### src/rtl/arb_pkg.sv
// Shared constants and FSM state type for the 16-way priority arbiter.
package arb_pkg;

   localparam int N     = 16;
   localparam int IDX_W = 4;

   typedef enum logic [0:0] {
      IDLE  = 1'b0,
      GRANT = 1'b1
   } state_t;

endpackage

### src/rtl/masked_prio_enc16.sv
// Combinational masked priority encoder: highest index wins in fixed mode,
// first set bit at or above start (wrapping) wins in round-robin mode.
module masked_prio_enc16
   import arb_pkg::*;
(
   input  logic [N-1:0]     req,
   input  logic [N-1:0]     mask,
   input  logic [IDX_W-1:0] start,
   input  logic             rr,
   output logic             found,
   output logic [IDX_W-1:0] idx,
   output logic [N-1:0]     onehot
);

   logic [N-1:0]     cand;
   logic [2*N-1:0]   dbl;
   logic [N-1:0]     rot;
   logic [IDX_W-1:0] off;

   // Rotate so start lands on bit 0, take the lowest set bit, then un-rotate.
   always_comb begin
      cand  = req & ~mask;
      dbl   = {cand, cand} >> start;
      rot   = dbl[N-1:0];
      found = |cand;
      off   = {IDX_W{1'b0}};
      idx   = {IDX_W{1'b0}};
      if (rr) begin
         for (int i = N - 1; i >= 0; i--) begin
            off = rot[i] ? IDX_W'(i) : off;
         end
         idx = start + off;
      end else begin
         for (int i = 0; i < N; i++) begin
            idx = cand[i] ? IDX_W'(i) : idx;
         end
      end
      if (found) begin
         onehot = {{(N-1){1'b0}}, 1'b1} << idx;
      end else begin
         onehot = {N{1'b0}};
      end
   end

endmodule

### src/rtl/prio_arbiter16.sv
// Sixteen-way arbiter: fixed or round-robin selection, grant held until the
// owner releases or the hold limit revokes it.
module prio_arbiter16
   import arb_pkg::*;
#(
   parameter int MAX_HOLD = 8
) (
   input  logic             clk,
   input  logic             rst,
   input  logic [N-1:0]     req,
   input  logic             rr_en,
   output logic [N-1:0]     gnt,
   output logic [IDX_W-1:0] gnt_idx,
   output logic             gnt_valid,
   output logic             timeout
);

   localparam int CNT_W = (MAX_HOLD > 2) ? $clog2(MAX_HOLD) : 1;
   localparam logic [CNT_W-1:0] HOLD_LAST = CNT_W'((MAX_HOLD > 0) ? (MAX_HOLD - 1) : 0);

   state_t           state, next_state;
   logic [CNT_W-1:0] cnt, next_cnt;
   logic [IDX_W-1:0] rr_ptr, next_rr_ptr;
   logic [N-1:0]     excl_mask, next_excl_mask;
   logic [N-1:0]     next_gnt;
   logic [IDX_W-1:0] next_gnt_idx;
   logic             next_gnt_valid;
   logic             next_timeout;

   logic [N-1:0]     enc_mask;
   logic             enc_found;
   logic [IDX_W-1:0] enc_idx;
   logic [N-1:0]     enc_onehot;

   // Drop the exclusion when the excluded requester is the only one asking.
   always_comb begin
      if (|(req & ~excl_mask)) begin
         enc_mask = excl_mask;
      end else begin
         enc_mask = {N{1'b0}};
      end
   end

   masked_prio_enc16 u_enc (
      .req    (req),
      .mask   (enc_mask),
      .start  (rr_ptr),
      .rr     (rr_en),
      .found  (enc_found),
      .idx    (enc_idx),
      .onehot (enc_onehot)
   );

   // Next-state and next-output logic for the IDLE/GRANT machine.
   always_comb begin
      next_state     = state;
      next_cnt       = cnt;
      next_rr_ptr    = rr_ptr;
      next_excl_mask = excl_mask;
      next_gnt       = gnt;
      next_gnt_idx   = gnt_idx;
      next_gnt_valid = gnt_valid;
      next_timeout   = 1'b0;
      case (state)
         IDLE: begin
            if (enc_found) begin
               next_state     = GRANT;
               next_gnt       = enc_onehot;
               next_gnt_idx   = enc_idx;
               next_gnt_valid = 1'b1;
               next_cnt       = {CNT_W{1'b0}};
               next_rr_ptr    = enc_idx + 4'd1;
               next_excl_mask = {N{1'b0}};
            end else begin
               next_gnt       = {N{1'b0}};
               next_gnt_idx   = {IDX_W{1'b0}};
               next_gnt_valid = 1'b0;
            end
         end
         GRANT: begin
            next_cnt = cnt + CNT_W'(1);
            if (!req[gnt_idx]) begin
               next_state     = IDLE;
               next_gnt       = {N{1'b0}};
               next_gnt_idx   = {IDX_W{1'b0}};
               next_gnt_valid = 1'b0;
            end else if ((MAX_HOLD != 0) && (cnt == HOLD_LAST)) begin
               // Revoke and keep this owner out of the next contested arbitration.
               next_state     = IDLE;
               next_timeout   = 1'b1;
               next_excl_mask = gnt;
               next_gnt       = {N{1'b0}};
               next_gnt_idx   = {IDX_W{1'b0}};
               next_gnt_valid = 1'b0;
            end else begin
               next_state = GRANT;
            end
         end
         default: begin
            next_state     = IDLE;
            next_gnt       = {N{1'b0}};
            next_gnt_idx   = {IDX_W{1'b0}};
            next_gnt_valid = 1'b0;
         end
      endcase
   end

   // State, counter, pointer, mask and output registers.
   always_ff @(posedge clk) begin
      if (rst) begin
         state     <= IDLE;
         cnt       <= {CNT_W{1'b0}};
         rr_ptr    <= {IDX_W{1'b0}};
         excl_mask <= {N{1'b0}};
         gnt       <= {N{1'b0}};
         gnt_idx   <= {IDX_W{1'b0}};
         gnt_valid <= 1'b0;
         timeout   <= 1'b0;
      end else begin
         state     <= next_state;
         cnt       <= next_cnt;
         rr_ptr    <= next_rr_ptr;
         excl_mask <= next_excl_mask;
         gnt       <= next_gnt;
         gnt_idx   <= next_gnt_idx;
         gnt_valid <= next_gnt_valid;
         timeout   <= next_timeout;
      end
   end

endmodule

### config.mk
export PLATFORM = sky130hd
export DESIGN_NAME = prio_arbiter16
export DESIGN_NICKNAME = d
export VERILOG_FILES = /design/src/rtl/arb_pkg.sv /design/src/rtl/masked_prio_enc16.sv /design/src/rtl/prio_arbiter16.sv
export SDC_FILE = /design/constraint.sdc
export NUM_CORES = 1
export LEC_CHECK = 0
export BUFFER_PORTS_ARGS = -buffer_cell sky130_fd_sc_hd__buf_2
export CAP_MARGIN = 20
export CORE_ASPECT_RATIO = 1.2
export CORE_UTILIZATION = 40
export CTS_CLUSTER_SIZE = 14
export DETAILED_ROUTE_END_ITERATION = 6
export PLACE_DENSITY = 0.54
export SLEW_MARGIN = 0
export SYNTH_ARGS = -nofsm -noshare
export SYNTH_HDL_FRONTEND = slang
export SYNTH_HIERARCHICAL = 1
export SYNTH_SLANG_ARGS = --single-unit
### constraint.sdc
create_clock -name clk -period 5.1 [get_ports clk]
set_input_delay 0.255 -clock clk [delete_from_list [all_inputs] [get_ports clk]]
set_output_delay 0.255 -clock clk [all_outputs]
set_load 0.03 [all_outputs]
Word level (Yosys, flattened, before mapping)
Cells that the tools add are included.
{ "totals": {"regBits": 46, "in_bits": 19, "elab_cells": 87} }
{ "classes": {"addsub": 3, "order_cmp": 1, "n_eq_ne": 5, "n_shift": 2, "mux": 57, "bitwise_logic": 6, "n_reduce_logical": 5} }
{ "ops": {"columns": ["operator", "count"], "rows": [
  ["$mux 4", 34],
  ["$mux 16", 7],
  ["$pmux 16 s2", 2],
  ["$and 16x16->16", 2],
  ["$not 16->16", 2],
  ["$reduce_or 16->1", 2],
  ["$shr 32x4->16", 1],
  ["$shl 1x4->16 const A", 1],
  ["$mux 1", 8],
  ["$pmux 4 s2", 1],
  ["$pmux 3 s2", 1],
  ["$lt 4x5->1 const B", 1],
  ["$add 4x1->4 const B", 1],
  ["$add 4x4->4", 1],
  ["$bmux 1 s4", 1],
  ["$ne 2x1->1 const B", 2],
  ["$pmux 1 s2", 2],
  ["$add 3x1->3 const B", 1],
  ["$eq 3x3->1 const B", 1],
  ["$mux 3", 1],
  ["$ne 3x2->1 const B", 1],
  ["$reduce_and 3->1", 1],
  ["$reduce_or 3->1", 1],
  ["$ne 2x2->1 const B", 1],
  ["other kinds (2)", 3]
]} }

Logic depth before layout (Yosys ltp)
{ "depth": {"ltp_word": 28, "depth_mapped": 24, "ltp_nobuf": 22} }

Modules after synthesis
The synthesis kept the hierarchy.
{ "modules_own_cells": {"columns": ["mod", "instances", "cells_each", "area_per_inst_um2", "seq_area_each_um2"], "rows": [
  ["prio_arbiter16", 1, 223, 2083.2, 920.9],
  ["masked_prio_enc16", 1, 252, 2033.2, 0.0]
]} }

Least setup slack after synthesis
No wires, ideal clock.
{ "synth_timing": {"path_kind": "reg-to-reg", "start": "reg excl_mask[8]", "end": "reg gnt[10]", "setup_time_ns": 0.117, "arrival_time_ns": 4.295, "t_required_ns": 4.983, "slack_ns": 0.688, "stages_incl_launch_ff": 24, "path_buffers": 2, "synth_period_minus_slack_ns": 4.412, "cell_sequence": "dfxtp_1 -> inv_1 -> a221oi_1 -> nand4_1 -> clkbuf_1 -> and2_1 -> nand2b_1 -> mux4_2 -> mux2_4 -> nand2_1 -> nor2_1 -> o31ai_1 -> o211ai_1 -> a21oi_1 -> ha_1 -> a21o_1 -> a21oi_1 -> nand2_1 -> a211o_2 -> nand3_4 -> inv_4 -> buf_8 -> and4_1 -> a32o_1"} }
{ "synth_via": {"elab_chain_len": 28, "elab_cells_between_ends": 44, "classes_between": "add/sub: 1; shift: 2; mux: 35; bitwise: 4; reduce/logical: 2"} }
{ "synth_lines": {"columns": ["item", "line", "source"], "rows": [
  ["start: declaration", "prio_arbiter16.sv:24", "logic [N-1:0] excl_mask, next_excl_mask;"],
  ["start signal: assignment", "prio_arbiter16.sv:114", "excl_mask <= {N{1'b0}};"],
  ["start signal: assignment", "prio_arbiter16.sv:123", "excl_mask <= next_excl_mask;"],
  ["$not 16->16 *", "prio_arbiter16.sv:37", "if (|(req & ~excl_mask)) begin"],
  ["$and 16x16->16 *", "prio_arbiter16.sv:37", null],
  ["$reduce_or 16->1 *", "prio_arbiter16.sv:37", null],
  ["$mux 16 *", "prio_arbiter16.sv:37", null],
  ["net enc_mask[5]", "prio_arbiter16.sv:30", "logic [N-1:0] enc_mask;"],
  ["$not 16->16 *", "masked_prio_enc16.sv:22", "cand = req & ~mask;"],
  ["$and 16x16->16 *", "masked_prio_enc16.sv:22", null],
  ["$shr 32x4->16", "masked_prio_enc16.sv:23", "dbl = {cand, cand} >> start;"],
  ["$mux 4 (16 in a row)", "masked_prio_enc16.sv:30", "off = rot[i] ? IDX_W'(i) : off;"],
  ["$add 4x4->4", "masked_prio_enc16.sv:32", "idx = start + off;"],
  ["$mux 4 *", "masked_prio_enc16.sv:28", "if (rr) begin"],
  ["net enc_idx[3]", "prio_arbiter16.sv:32", "logic [IDX_W-1:0] enc_idx;"],
  ["$shl 1x4->16 *", "masked_prio_enc16.sv:39", "onehot = {{(N-1){1'b0}}, 1'b1} << idx;"],
  ["net enc_onehot[10]", "prio_arbiter16.sv:33", "logic [N-1:0] enc_onehot;"],
  ["$mux 16 *", "prio_arbiter16.sv:66", "if (enc_found) begin"],
  ["$pmux 16 s2 *", "prio_arbiter16.sv:64", "case (state)"],
  ["end signal: assignment", "prio_arbiter16.sv:115", "gnt <= {N{1'b0}};"],
  ["end signal: assignment", "prio_arbiter16.sv:124", "gnt <= next_gnt;"],
  ["end: declaration", "prio_arbiter16.sv:12", "output logic [N-1:0] gnt,"]
]} }
Mark *: on every way through the listed nets, which the timed path passes. The rest lies on a longest branch.
A chain may end at the register's enable or synchronous reset.

Final worst setup path
{ "layout_timing": {"start": "reg excl_mask[0]", "end": "reg gnt[0]"} }
The elaborated chain is that of the path after synthesis.

==> summary.txt <==
Detailed routing
  – Pre-Repair DR Iteration Count: 4
  – DR vias: 3823
  – Post-route DRC: 0
  – Initial DRC count: 179
  – Post-route ant nets: 0
  – Via density: 5.88
  – Drt wl/cell: 19.0 um
  – Drt total wl: 12.4 mm

Global route
  – Vias in the first global route: 3838
  – Grt ovf: 0
  – Global-route usage over all layers: 24.1%
  – Initial antenna violation count: 0
  – First-pass GRT wire length: 19.9 mm
  – Pin count of the biggest net entering global routing: 41

Synth
  – EDFF count, synth: 0
  – Ys async rst share: 0%
  – Syn Area/Cell: 8.67 um^2
  – Yosys top cell by area: dfxtp_1
  – Count leader, synth: nand2_1
  – Commonest cells post-synth: nand2_1 (56), dfxtp_1 (46), mux2i_1 (43)
  – Synth top area cells: dfxtp_1 (22%), mux2i_1 (10%), mux4_2 (9.3%)
  – Seq/Total Area, Yosys: 22.4%
  – Cell count after synthesis: 475
  – Yosys cell types: 73
  – Synth warnings: 6
  – Synth Net Count: 501
  – Synth Cell Area: 4120 um^2
  – Commonest register cell after synthesis: dfxtp_1
  – Top cell type's share of synthesized area: 22.4%
  – Number of synthesized register bits: 46

Setup path
  – Reg-to-reg startpoint: excl_mask[0]
  – Crit Path Max Fanout: 7
  – Crit start category: flop
  – Reg2Reg Capture Point: gnt[0]
  – WP data required: 5.33 ns
  – Setup slack, reg-to-reg: 0.28 ns
  – R2r worst-path depth: 22
  – Worst setup startpoint: excl_mask[0]
  – Critical path endpoint category: flop
  – Worst path arrival time: 5.05 ns
  – Critical Setup Path Class: flop to flop

Clocking
  – Clock sink count: 46
  – Max clock buf depth: 2
  – Cts bufs inserted: 5
  – TritonCTS clock tree: yes
  – CTS Root Cell: clkbuf_16
  – Worst-Skew Late Latency: 0.29 ns
  – Clk pin slew, worst setup/hold paths: 0.06 ns
  – Max H-tree Level: 2

Timing
  – Fmax: 0.208 GHz
  – Slew Limit Fails: 0
  – Tightest Pin Transition: 1.04 ns
  – Worst Skew: 0.00526 ns
  – Worst rel slew slack: 30.5%
  – Fin crit share: 94.5%
  – Final Hold Violating Endpoints: 0
  – Final min period: 4.82 ns
  – Final Setup Violations: 0
  – RSZ-0062 raised after global routing: no
  – Setup TNS: 0 ns
  – Setup ws final: 0.281 ns

Placement
  – DP Wirelength: 9.70 mm
  – Pre-CTS WS: 0.162 ns
  – Buffers on Ports: 40
  – Gpl congestion: 0.945
  – Placed Area: 4500 um^2

Floorplanning
  – Core area: 10000 um^2
  – Starting Density: 41.1%
  – Die area: 10700 um^2
  – Die Ht: 113 um
  – Die Width: 94.6 um
  – Io pins: 41
  – FP Rows: 40

Power
  – Peak supply drop: 0.000296 V
  – Total power: 0.00213 W
  – Leak pwr: 1.85 nW
  – Pwr dens: 452 nW/um^2

Final layout
  – Share of cells above drive strength 1: 25.0%
  – Area delta synth->final: 14.3%
  – Post-layout util: 47.0%
  – Fin area: 4700 um^2
  – Ant. Diodes: 0
  – Nets: 550

Worst hold path
  – Hold path depth: 2
  – Worst hold path startpoint: rst
  – Hold crit path type: input pin to flop
  – Hold EP: cnt[2]

Outcome
  – Outcome: finished clean

Flow run
  – Max cap viols: 0
==> layer usage <==
metal | wire length, um | global-route usage [%] | up-vias
li1 | - | - | 1852
met1 | 5280 | 28.9 | 1848
met2 | 6240 | 42.6 | 98
met3 | 412 | 2.96 | 25
met4 | 441 | 9.90 | 0
met5 | 0 | 0 | -
==> worst max-delay path by stage <==
stage              end  depth (start not counted)  slack, ns
2_1_floorplan  gnt[10]                         23       0.69
3_3_place_gp    gnt[0]                         24       0.18
3_5_place_dp    gnt[0]                         24       0.16
4_1_cts         gnt[0]                         20       0.19
5_1_grt        gnt[12]                         22      0.004
6_report        gnt[0]                         22       0.28
==> cell families after synthesis <==
kind of cell             Yosys count  share of synthesized area, %
AND/OR/NAND/NOR                  197                          27.6
AO/OA/AOI/OAI                    107                          19.5
multiplexers                      62                          20.5
buffers and inverters             53                          7.08
flip-flops                        46                          22.4
adder cells (fa/ha/maj)            7                          2.31
XOR/XNOR                           3                         0.638
==> timing repair <==
action,in CTS,in global routing
endpoints found under the setup margin,0,14
hold buffers,0,0
setup buffers,0,1
resized for setup,0,10
==> cell usage in the layout (no fill, tap or decap), types with 7 or more instances in the layout <==
master	count
a21oi_1	19
a32o_1	20
and2_1	22
buf_2	40
buf_4	31
dfxtp_1	46
inv_1	22
mux2i_1	43
mux4_2	17
nand2_1	56
nand2b_1	17
nor2_1	32
nor2b_1	13
nor2b_2	7
nor3_1	7
o21ai_0	12
==> flip-flops by register name, indices dropped and copies added, names as in the netlist <==
signal	cells
cnt	3
excl_mask	16
gnt	16
gnt_idx	4
gnt_valid	1
rr_ptr	4
state	1
timeout	1
==> power by group <==
group	total [W]	switching [W]	internal (W)
Clock	0.000374	0.000132	0.000242
Combinational	0.00126	0.000717	0.000543
Sequential	0.000491	0.0000922	0.000399
==> through the flow <==
stage | instances | hold WS (ns)
final | 650 | 0.259
after global routing | 650 | 0.274
after CTS | 649 | 0.257
after detailed placement | 642 | 0.461
after global placement | 642 | 0.460
after floorplan | 475 | 0.443
==> critical path, stage by stage (launching register included) <==
cell	delay, ns
dfxtp_1	0.31
o22ai_1	0.24
a221oi_1	0.08
nand4_1	0.12
buf_4	0.14
and2_1	0.13
nor2b_1	0.04
buf_4	0.15
mux4_2	0.45
mux2i_1	0.40
o21ai_0	0.16
a21oi_1	0.18
o2111ai_1	0.15
a311oi_1	0.26
o21ai_1	0.13
ha_1	0.22
fa_1	0.38
xnor2_1	0.18
a21oi_1	0.09
buf_4	0.18
or3_1	0.44
nor3b_2	0.20
a32o_1	0.13
==> layout make-up <==
type / count / area, um^2
Fill cell: 1017 / 5310
Clock inverter: 1 / 30.0
Inverter: 24 / 92.6
Sequential cell: 46 / 921
Multi-Input combinational cell: 376 / 2930
Clock buffer: 6 / 139
Tap cell: 126 / 158
Timing Repair Buffer: 71 / 433
Note: power is estimated with default switching activity, not from simulation.
